## src/rtl/tdm_demux_pkg.sv

```systemverilog
// Shared constants, types and slicing helper for the four-lane TDM demultiplexer.
package tdm_demux_pkg;

   localparam int NUM_CH = 4;
   localparam int SLOT_W = 2;

   typedef logic [SLOT_W-1:0] slot_t;

   // Low bit index of a lane word inside the packed ch_data bus.
   function automatic int lane_slice(input int lane, input int width);
      return lane * width;
   endfunction

endpackage

```

## src/rtl/tdm_deser_lane.sv

```systemverilog
// One deserialiser lane: shifts accepted bits into a word and publishes it
// with a one-cycle valid pulse once WIDTH bits have arrived.
module tdm_deser_lane #(
   parameter int WIDTH     = 8,
   parameter bit MSB_FIRST = 1'b1
) (
   input  logic             clk,
   input  logic             rst_n,
   input  logic             bit_in,
   input  logic             bit_en,
   input  logic             clr,
   output logic [WIDTH-1:0] word,
   output logic             word_valid,
   output logic             busy
);

   localparam int CNT_W = (WIDTH > 1) ? $clog2(WIDTH) : 1;
   localparam logic [CNT_W-1:0] CNT_LAST = CNT_W'(WIDTH - 1);
   localparam logic [CNT_W-1:0] CNT_ONE  = CNT_W'(1);
   localparam logic [CNT_W-1:0] CNT_ZERO = CNT_W'(0);

   logic [WIDTH-1:0] shift_r, shift_base_s, shifted_s, shift_nxt_s;
   logic [WIDTH-1:0] word_r, word_nxt_s;
   logic [CNT_W-1:0] cnt_r, cnt_base_s, cnt_nxt_s;
   logic             valid_r, valid_nxt_s;

   // Next-state: a clear discards the partial word before the current bit lands.
   always_comb begin
      shift_base_s = shift_r;
      cnt_base_s   = cnt_r;
      shifted_s    = shift_r;
      shift_nxt_s  = shift_r;
      cnt_nxt_s    = cnt_r;
      word_nxt_s   = word_r;
      valid_nxt_s  = 1'b0;
      if (clr) begin
         shift_base_s = {WIDTH{1'b0}};
         cnt_base_s   = CNT_ZERO;
      end else begin
         shift_base_s = shift_r;
         cnt_base_s   = cnt_r;
      end
      if (MSB_FIRST) begin
         shifted_s = {shift_base_s[WIDTH-2:0], bit_in};
      end else begin
         shifted_s = {bit_in, shift_base_s[WIDTH-1:1]};
      end
      if (bit_en && (cnt_base_s == CNT_LAST)) begin
         word_nxt_s  = shifted_s;
         valid_nxt_s = 1'b1;
         cnt_nxt_s   = CNT_ZERO;
         shift_nxt_s = {WIDTH{1'b0}};
      end else if (bit_en) begin
         cnt_nxt_s   = cnt_base_s + CNT_ONE;
         shift_nxt_s = shifted_s;
      end else begin
         cnt_nxt_s   = cnt_base_s;
         shift_nxt_s = shift_base_s;
      end
   end

   // Lane state and published word registers.
   always_ff @(posedge clk or negedge rst_n) begin
      if (!rst_n) begin
         shift_r <= {WIDTH{1'b0}};
         cnt_r   <= CNT_ZERO;
         word_r  <= {WIDTH{1'b0}};
         valid_r <= 1'b0;
      end else begin
         shift_r <= shift_nxt_s;
         cnt_r   <= cnt_nxt_s;
         word_r  <= word_nxt_s;
         valid_r <= valid_nxt_s;
      end
   end

   assign word       = word_r;
   assign word_valid = valid_r;
   assign busy       = (cnt_r != CNT_ZERO);

endmodule

```

## src/rtl/tdm_demux4.sv

```systemverilog
// Four-channel TDM demultiplexer front end: round-robin slot counter, lane
// routing decode, sticky framing error and four deserialiser lanes.
module tdm_demux4
   import tdm_demux_pkg::*;
#(
   parameter int WIDTH     = 8,
   parameter bit MSB_FIRST = 1'b1
) (
   input  logic                  clk,
   input  logic                  rst_n,
   input  logic                  i,
   input  logic                  in_valid,
   input  logic                  frame_sync,
   output logic [SLOT_W-1:0]     s,
   output logic [NUM_CH*WIDTH-1:0] ch_data,
   output logic [NUM_CH-1:0]     ch_valid,
   output logic                  frame_err
);

   slot_t             s_r, s_nxt_s, lane_sel_s;
   logic              frame_err_r, frame_err_nxt_s;
   logic              sync_s;
   logic [NUM_CH-1:0] dec_s, bit_en_s, busy_s, word_valid_s;

   // Slot advance, lane routing and framing error detection.
   always_comb begin
      sync_s          = in_valid & frame_sync;
      s_nxt_s         = s_r;
      lane_sel_s      = s_r;
      frame_err_nxt_s = frame_err_r;
      if (in_valid) begin
         if (frame_sync) begin
            lane_sel_s = 2'd0;
            s_nxt_s    = 2'd1;
            if ((|busy_s) || (s_r != 2'd0)) begin
               frame_err_nxt_s = 1'b1;
            end else begin
               frame_err_nxt_s = frame_err_r;
            end
         end else begin
            lane_sel_s = s_r;
            s_nxt_s    = s_r + 2'd1;
         end
      end else begin
         s_nxt_s = s_r;
      end
      case (lane_sel_s)
         2'd0:    dec_s = 4'b0001;
         2'd1:    dec_s = 4'b0010;
         2'd2:    dec_s = 4'b0100;
         2'd3:    dec_s = 4'b1000;
         default: dec_s = 4'b0000;
      endcase
      if (in_valid) begin
         bit_en_s = dec_s;
      end else begin
         bit_en_s = 4'b0000;
      end
   end

   // Slot counter and sticky frame error registers.
   always_ff @(posedge clk or negedge rst_n) begin
      if (!rst_n) begin
         s_r         <= 2'd0;
         frame_err_r <= 1'b0;
      end else begin
         s_r         <= s_nxt_s;
         frame_err_r <= frame_err_nxt_s;
      end
   end

   for (genvar k = 0; k < NUM_CH; k++) begin : g_lane
      localparam int LO = lane_slice(k, WIDTH);
      tdm_deser_lane #(
         .WIDTH     (WIDTH),
         .MSB_FIRST (MSB_FIRST)
      ) u_lane (
         .clk        (clk),
         .rst_n      (rst_n),
         .bit_in     (i),
         .bit_en     (bit_en_s[k]),
         .clr        (sync_s),
         .word       (ch_data[LO +: WIDTH]),
         .word_valid (word_valid_s[k]),
         .busy       (busy_s[k])
      );
   end

   assign s         = s_r;
   assign ch_valid  = word_valid_s;
   assign frame_err = frame_err_r;

endmodule

```

## config.mk

```make
export PLATFORM = sky130hd
export DESIGN_NAME = tdm_demux4
export DESIGN_NICKNAME = d
export VERILOG_FILES = /design/src/rtl/tdm_demux_pkg.sv /design/src/rtl/tdm_deser_lane.sv /design/src/rtl/tdm_demux4.sv
export SDC_FILE = /design/constraint.sdc
export NUM_CORES = 1
export LEC_CHECK = 0
export ABC_AREA = 1
export CAP_MARGIN = 20
export CORE_ASPECT_RATIO = 1.75
export CORE_MARGIN = 4
export CORE_UTILIZATION = 45
export CTS_CLUSTER_SIZE = 30
export DETAILED_ROUTE_END_ITERATION = 16
export HOLD_SLACK_MARGIN = 0.15
export PLACE_DENSITY = 0.65
export SLEW_MARGIN = 20
export SYNTH_ARGS = -nofsm -noshare
export SYNTH_HDL_FRONTEND = slang
export SYNTH_SLANG_ARGS = --single-unit
```

## constraint.sdc

```tcl
create_clock -name clk -period 2.05 [get_ports clk]
set_clock_uncertainty 0.2 [all_clocks]
set_input_delay 0.41 -clock clk [delete_from_list [all_inputs] [get_ports clk]]
set_output_delay 0.41 -clock clk [all_outputs]
set_load 0.03 [all_outputs]
```

==> results.json, run 1 <==
{
  "status": "finished, final reports clean",
  "worst-path-buf-inv": 1,
  "critPathArrivalTime_ns": 1.36,
  "ctsLongestPathBuffers": 2,
  "ys_seq_elements": 79,
  "viasPerCell": 4.77,
  "worst_path_max_delay_cell": "clkdlybuf4s50_1",
  "slew_viol_final": 0,
  "ios": 44,
  "slowest_delay_ns": 0.68,
  "start_util": 0.465,
  "htreeDepth": 3,
  "die_w_um": 75.3,
  "track_usage": 0.175,
  "seq_area_frac_synth": 0.554,
  "cts_tree": "done",
  "required_ns": 1.44,
  "synth_top_area_frac": 0.554,
  "initialDrtViolationCount": 194,
  "vias": 2814,
  "antenna_found_initial": 0,
  "coreArea_um2": 7670,
  "synthArstFlopShare": 1.00,
  "slew_headroom": 0.711,
  "syn_to_final_growth_pct": 26.9,
  "drive_gt1_frac": 0.118,
  "grt_pass1_wl_um": 13000,
  "post_cts_buffers": 0,
  "rows": 42,
  "cts_root_buf": "clkbuf_16",
  "period_share": 0.963,
  "nets": 504,
  "synthTopCellsByCount": "203 x nand2_1, 79 x dfrtp_1, 32 x inv_1, 30 x nor2_1, 24 x nand3_1",
  "postSynthAreaPerCell_um2": 8.16,
  "path_cells": "clkdlybuf4s50_1",
  "finalSetupViolCount": 0,
  "postRouteAntennaNets": 0,
  "drt-total-wl_um": 7140,
  "netlist_top_cells_area": "dfrtp_1 55%, nand2_1 21%, nand3_1 3.4%",
  "placed_area_um2": 4220,
  "period_needed_ns": 1.97,
  "leakage_uw": 0.00252,
  "power_density_nw_per_um2": 970,
  "cp_top_family": "buffers and inverters",
  "crit_type": "reg2out",
  "yosysUniqueCellTypes": 25,
  "grt_start_max_net_pins": 80,
  "clock_sinks": 79,
  "dr.pass1.iters": 4,
  "synth-warning-count": 0,
  "fill_cells": 715,
  "rsz0062_at_grt": "no",
  "stdcell_area_um2": 4530,
  "io_buffers": 43,
  "synth_top_cell_by_area": "dfrtp_1",
  "cts_buffers": 9,
  "syn_area_um2": 3570,
  "synthFlopType": "dfrtp_1",
  "grt_pass1_vias": 2902,
  "synth_edf_count": 0,
  "hold_path_class": "reg2reg",
  "multiInputGateArea_um2": 1310,
  "dieArea_um2": 9470,
  "drv_cap": 0,
  "syn_inst": 437,
  "dp_hpwl_um": 4850,
  "cp-end-kind": "output pin",
  "place_congestion": 0.797,
  "clk_latency_ns": 0.33,
  "finalPower_uw": 4390,
  "startpoint_type": "flop",
  "regArea_um2": 1980,
  "drc": 0,
  "rrSetupSlack_ns": 0.45,
  "worst_slew_pin_slew_ns": 0.433,
  "clkTransAtPathRegs_ns": 0.06,
  "n_antenna_cell": 0,
  "peakVddDrop_mv": 0.667,
  "die_h_um": 126,
  "wl_per_cell_um": 12.1,
  "grt-ovfl-total": 0,
  "synth_fp_nets": 443,
  "path_max_fanout": 2,
  "hold_viol": 0,
  "max_freq_mhz": 507,
  "synth_most_common_cell": "nand2_1"
}
-- metrics by stage --
| step | hold slack, ns | setup TNS [ns] | worst slack, ns | cells | util |
|---|---|---|---|---|---|
| floorplan | -0.0856 | 0 | 0.337 | 437 | - |
| global placement | 0.254 | -0.0938 | -0.0265 | 574 | 0.550 |
| detailed placement | 0.257 | -1.33 | -0.0984 | 574 | 0.550 |
| CTS | 0.271 | 0 | 0.0461 | 590 | 0.590 |
| global route | 0.291 | 0 | 0.0204 | 590 | 0.590 |
| finish | 0.265 | 0 | 0.0766 | 590 | 0.590 |
-- timing repair --
action,CTS,global route
setup endpoints to repair,1,0
hold endpoints to repair,79,0
gates resized for setup,1,0
hold buffers,1,0
-- tightest hold or removal path, delay by kind of cell, from the launching register on --
| family | cells | cell delay [ns] |
|---|---|---|
| simple gates | 2 | 0.09 |
| flops | 1 | 0.34 |
-- per-layer routing --
metal | GRT usage | vias up | wire length [um]
met5 | 0 | - | 0
met4 | 0.0742 | 0 | 162
met3 | 0.0375 | 11 | 220
met2 | 0.291 | 39 | 3590
met1 | 0.212 | 1301 | 3170
li1 | - | 1463 | -
-- final timing paths --
check                                              start                          end  depth (start not counted)
worst max register to register                      s[1]  g_lane[0].u_lane.shift_r[5]                          6
max in group asynchronous                          rst_n    g_lane[1].u_lane.cnt_r[1]                          3
worst max-delay path                           frame_err                    frame_err                          1
worst min-delay path            g_lane[2].u_lane.word[6]     g_lane[2].u_lane.word[6]                          2
worst min register to register  g_lane[2].u_lane.word[6]     g_lane[2].u_lane.word[6]                          2
min in group asynchronous                          rst_n     g_lane[0].u_lane.word[7]                          3
-- layout make-up --
class | instances | share of cell area
multi-input combinational | 302 | 0.290
inverter | 36 | 0.0298
timing repair buffer | 70 | 0.153
clock inverter | 3 | 0.00939
clock buffer | 12 | 0.0566
tap | 88 | 0.0243
sequential | 79 | 0.437
-- sequential cells by signal (all words and copies together), names as in the netlist --
signal	cells
g_lane.u_lane.cnt_r	12
g_lane.u_lane.word_valid	4
frame_err	1
g_lane.u_lane.word	32
g_lane.u_lane.shift_r	28
s	2
-- cell usage in the layout (no fill, tap or decap), types with 5 or more instances in the layout --
| master | count |
|---|---|
| inv_1 | 32 |
| clkbuf_16 | 9 |
| buf_4 | 22 |
| clkdlybuf4s50_1 | 41 |
| o21ai_0 | 5 |
| nand2_1 | 203 |
| nand4_1 | 11 |
| buf_12 | 5 |
| dfrtp_1 | 79 |
| nor2_1 | 30 |
| a21oi_1 | 8 |
| nand3_1 | 24 |
-- report_power, final --
part / internal, uW / switching (uW) / total, uW / leakage (uW)
combinational: 341 / 548 / 889 / 0.00131
sequential: 1780 / 142 / 1920 / 0.00107
clock: 1000 / 588 / 1590 / 0.000145
-- logic make-up (layout without fill, tap and decap cells) --
family	count (synthesis)	in the layout	synth area share
and+or+nand+nor	283	283	0.335
DFF	79	79	0.554
buffers and inverters	56	121	0.0779
AOI/OAI and AO/OA	15	15	0.0224
xor gates and xnor gates	3	3	0.00737
adders and majority gates	1	1	0.00351
Power figures use the tool's default switching activity.
==> run 2, diff against run 1 <==
--- a/config.mk
+++ b/config.mk
@@ -13,7 +13,7 @@
 export CTS_CLUSTER_SIZE = 30
 export DETAILED_ROUTE_END_ITERATION = 16
 export HOLD_SLACK_MARGIN = 0.15
-export PLACE_DENSITY = 0.65
+export PLACE_DENSITY_LB_ADDON = 0.2
 export SLEW_MARGIN = 20
 export SYNTH_ARGS = -nofsm -noshare
 export SYNTH_HDL_FRONTEND = slang
==> run 2 against run 1 <==
Against the previous run:
- hold slack better by 0.0010 ns
- non-clock buffer count is 6 higher
- global-route usage rose by 0.059 points
- fmax shrank 1.2%
- cell count is 1.0% higher
- count of clock-buffer cells in the layout increased by 3
- critical path depth did not move
- first-iteration DRC count grew 6.2%
- critical path type unchanged
- largest power group unchanged
==> results.json, run 2 (same netlist as run 1, synthesis figures left out) <==
{
  "crit_type": "reg2out",
  "status": "finished, final reports clean",
  "cts_buffers": 9,
  "stdcell_area_um2": 4550,
  "cts_tree": "done",
  "dp_hpwl_um": 5180,
  "clk_latency_ns": 0.34,
  "hold_path_class": "reg2reg",
  "drc": 0,
  "cp-end-kind": "output pin",
  "ctsLongestPathBuffers": 2,
  "switching_share": 0.297,
  "die_h_um": 126,
  "htreeDepth": 3,
  "grt_pass1_vias": 2839,
  "startpoint_type": "flop",
  "required_ns": 1.44,
  "io_buffers": 43,
  "grt_start_max_net_pins": 37,
  "dieArea_um2": 9470,
  "start_util": 0.465,
  "clockPowerShare": 0.346,
  "p_comb_frac": 0.209,
  "period_share": 0.975,
  "syn_to_final_growth_pct": 27.7,
  "wl_per_cell_um": 12.4,
  "slowest_delay_ns": 0.68,
  "die_w_um": 75.3,
  "ios": 44,
  "timing.rr.start": "s[1]",
  "initialDrtViolationCount": 206,
  "path_max_fanout": 2,
  "place_congestion": 0.774,
  "viasPerCell": 4.89,
  "largest_reg_flops": 32,
  "grt_pass1_wl_um": 12900,
  "switchingPower_uw": 1290,
  "drv_cap": 0,
  "peakVddDrop_mv": 0.576,
  "fill_cells": 701,
  "worst_slew_pin_slew_ns": 0.409,
  "worstSetupEndpoint": "ch_data[10]",
  "final_common_cell": "nand2_1",
  "hold_viol": 0,
  "finalSetupViolCount": 0,
  "cp_top_family": "buffers and inverters",
  "rows": 42,
  "pwr-share-seq": 0.445,
  "dr.pass1.iters": 4,
  "track_usage": 0.175,
  "nets": 510,
  "n_antenna_cell": 0,
  "startpoint": "g_lane[1].u_lane.word[2]",
  "path_cells": "clkdlybuf4s50_1",
  "slew_headroom": 0.727,
  "internal_power_uw": 3040,
  "clock_sinks": 79,
  "post_cts_buffers": 0,
  "ff2ff_path_depth": 6,
  "clkTransAtPathRegs_ns": 0.05,
  "drt-total-wl_um": 7390,
  "leakage_uw": 0.00255,
  "finalPower_uw": 4330,
  "max_freq_mhz": 500,
  "postRouteAntennaNets": 0,
  "worst_path_max_delay_cell": "clkdlybuf4s50_1",
  "rrSetupSlack_ns": 0.46,
  "power_density_nw_per_um2": 951,
  "grt-ovfl-total": 0,
  "critPathArrivalTime_ns": 1.39,
  "drive_gt1_frac": 0.124,
  "cts_root_buf": "clkbuf_16",
  "rsz0062_at_grt": "no",
  "placed_area_um2": 4270,
  "antenna_found_initial": 0,
  "coreArea_um2": 7670,
  "slew_viol_final": 0,
  "vias": 2913,
  "period_needed_ns": 2.00,
  "layout_common_cells": "203 x nand2_1, 79 x dfrtp_1, 40 x clkdlybuf4s50_1, 32 x inv_1, 30 x nor2_1",
  "reg2reg_to": "g_lane[0].u_lane.shift_r[5]",
  "cp.depth": 1,
  "worst-path-buf-inv": 1
}
## run 2: cell type report
cell class	instances	area [um^2]	area share
inverter	36	135	0.0297
tap	88	110	0.0242
multi-input combinational	302	1310	0.288
clock buffer	15	278	0.0610
sequential	79	1980	0.434
timing repair buffer	76	742	0.163
## run 2: repair_timing
item / 4_1_cts / 5_1_grt
hold endpoints to repair: 29 / 0
hold buffers: 1 / 0
setup endpoints to repair: 1 / 1
cloned: 0 / 0
resized for setup: 1 / 1
## run 2: per-layer routing
metal  GRT usage  share of wire
met2       0.279           0.52
met3      0.0470          0.038
met1       0.213           0.42
met4      0.0886          0.026
met5           0              0
## run 2: worst min-delay path by stage
stage	slack (ns)	start	cells past startpoint	endpoint
after floorplan	-0.09	rst_n	0	frame_err
after global routing	0.30	g_lane[0].u_lane.word[7]	2	g_lane[0].u_lane.word[7]
after CTS	0.27	g_lane[2].u_lane.word[7]	2	g_lane[2].u_lane.word[7]
after global placement	0.17	rst_n	1	g_lane[2].u_lane.word[7]
final	0.27	g_lane[2].u_lane.word[6]	2	g_lane[2].u_lane.word[6]
after detailed placement	0.17	rst_n	1	g_lane[2].u_lane.word[6]
## run 2: through the flow
stage	TNS, ns	worst slack, ns	hold WS [ns]	cells	utilization
4_1_cts	0	0.00488	0.272	596	0.593
2_1_floorplan	0	0.337	-0.0856	437	-
3_3_place_gp	-0.125	-0.0181	0.168	580	0.556
6_report	0	0.0517	0.266	596	0.594
3_5_place_dp	-0.728	-0.0675	0.171	580	0.556
5_1_grt	0	0.0129	0.302	596	0.594
## run 2: power groups by stage
stage	Sequential [uW]	Combinational (uW)	Clock (uW)
after floorplan	2010	517	0
after global placement	1950	893	0
after detailed placement	1950	912	0
after CTS	1930	920	1520
after global routing	1960	1020	1600
final	1930	906	1500
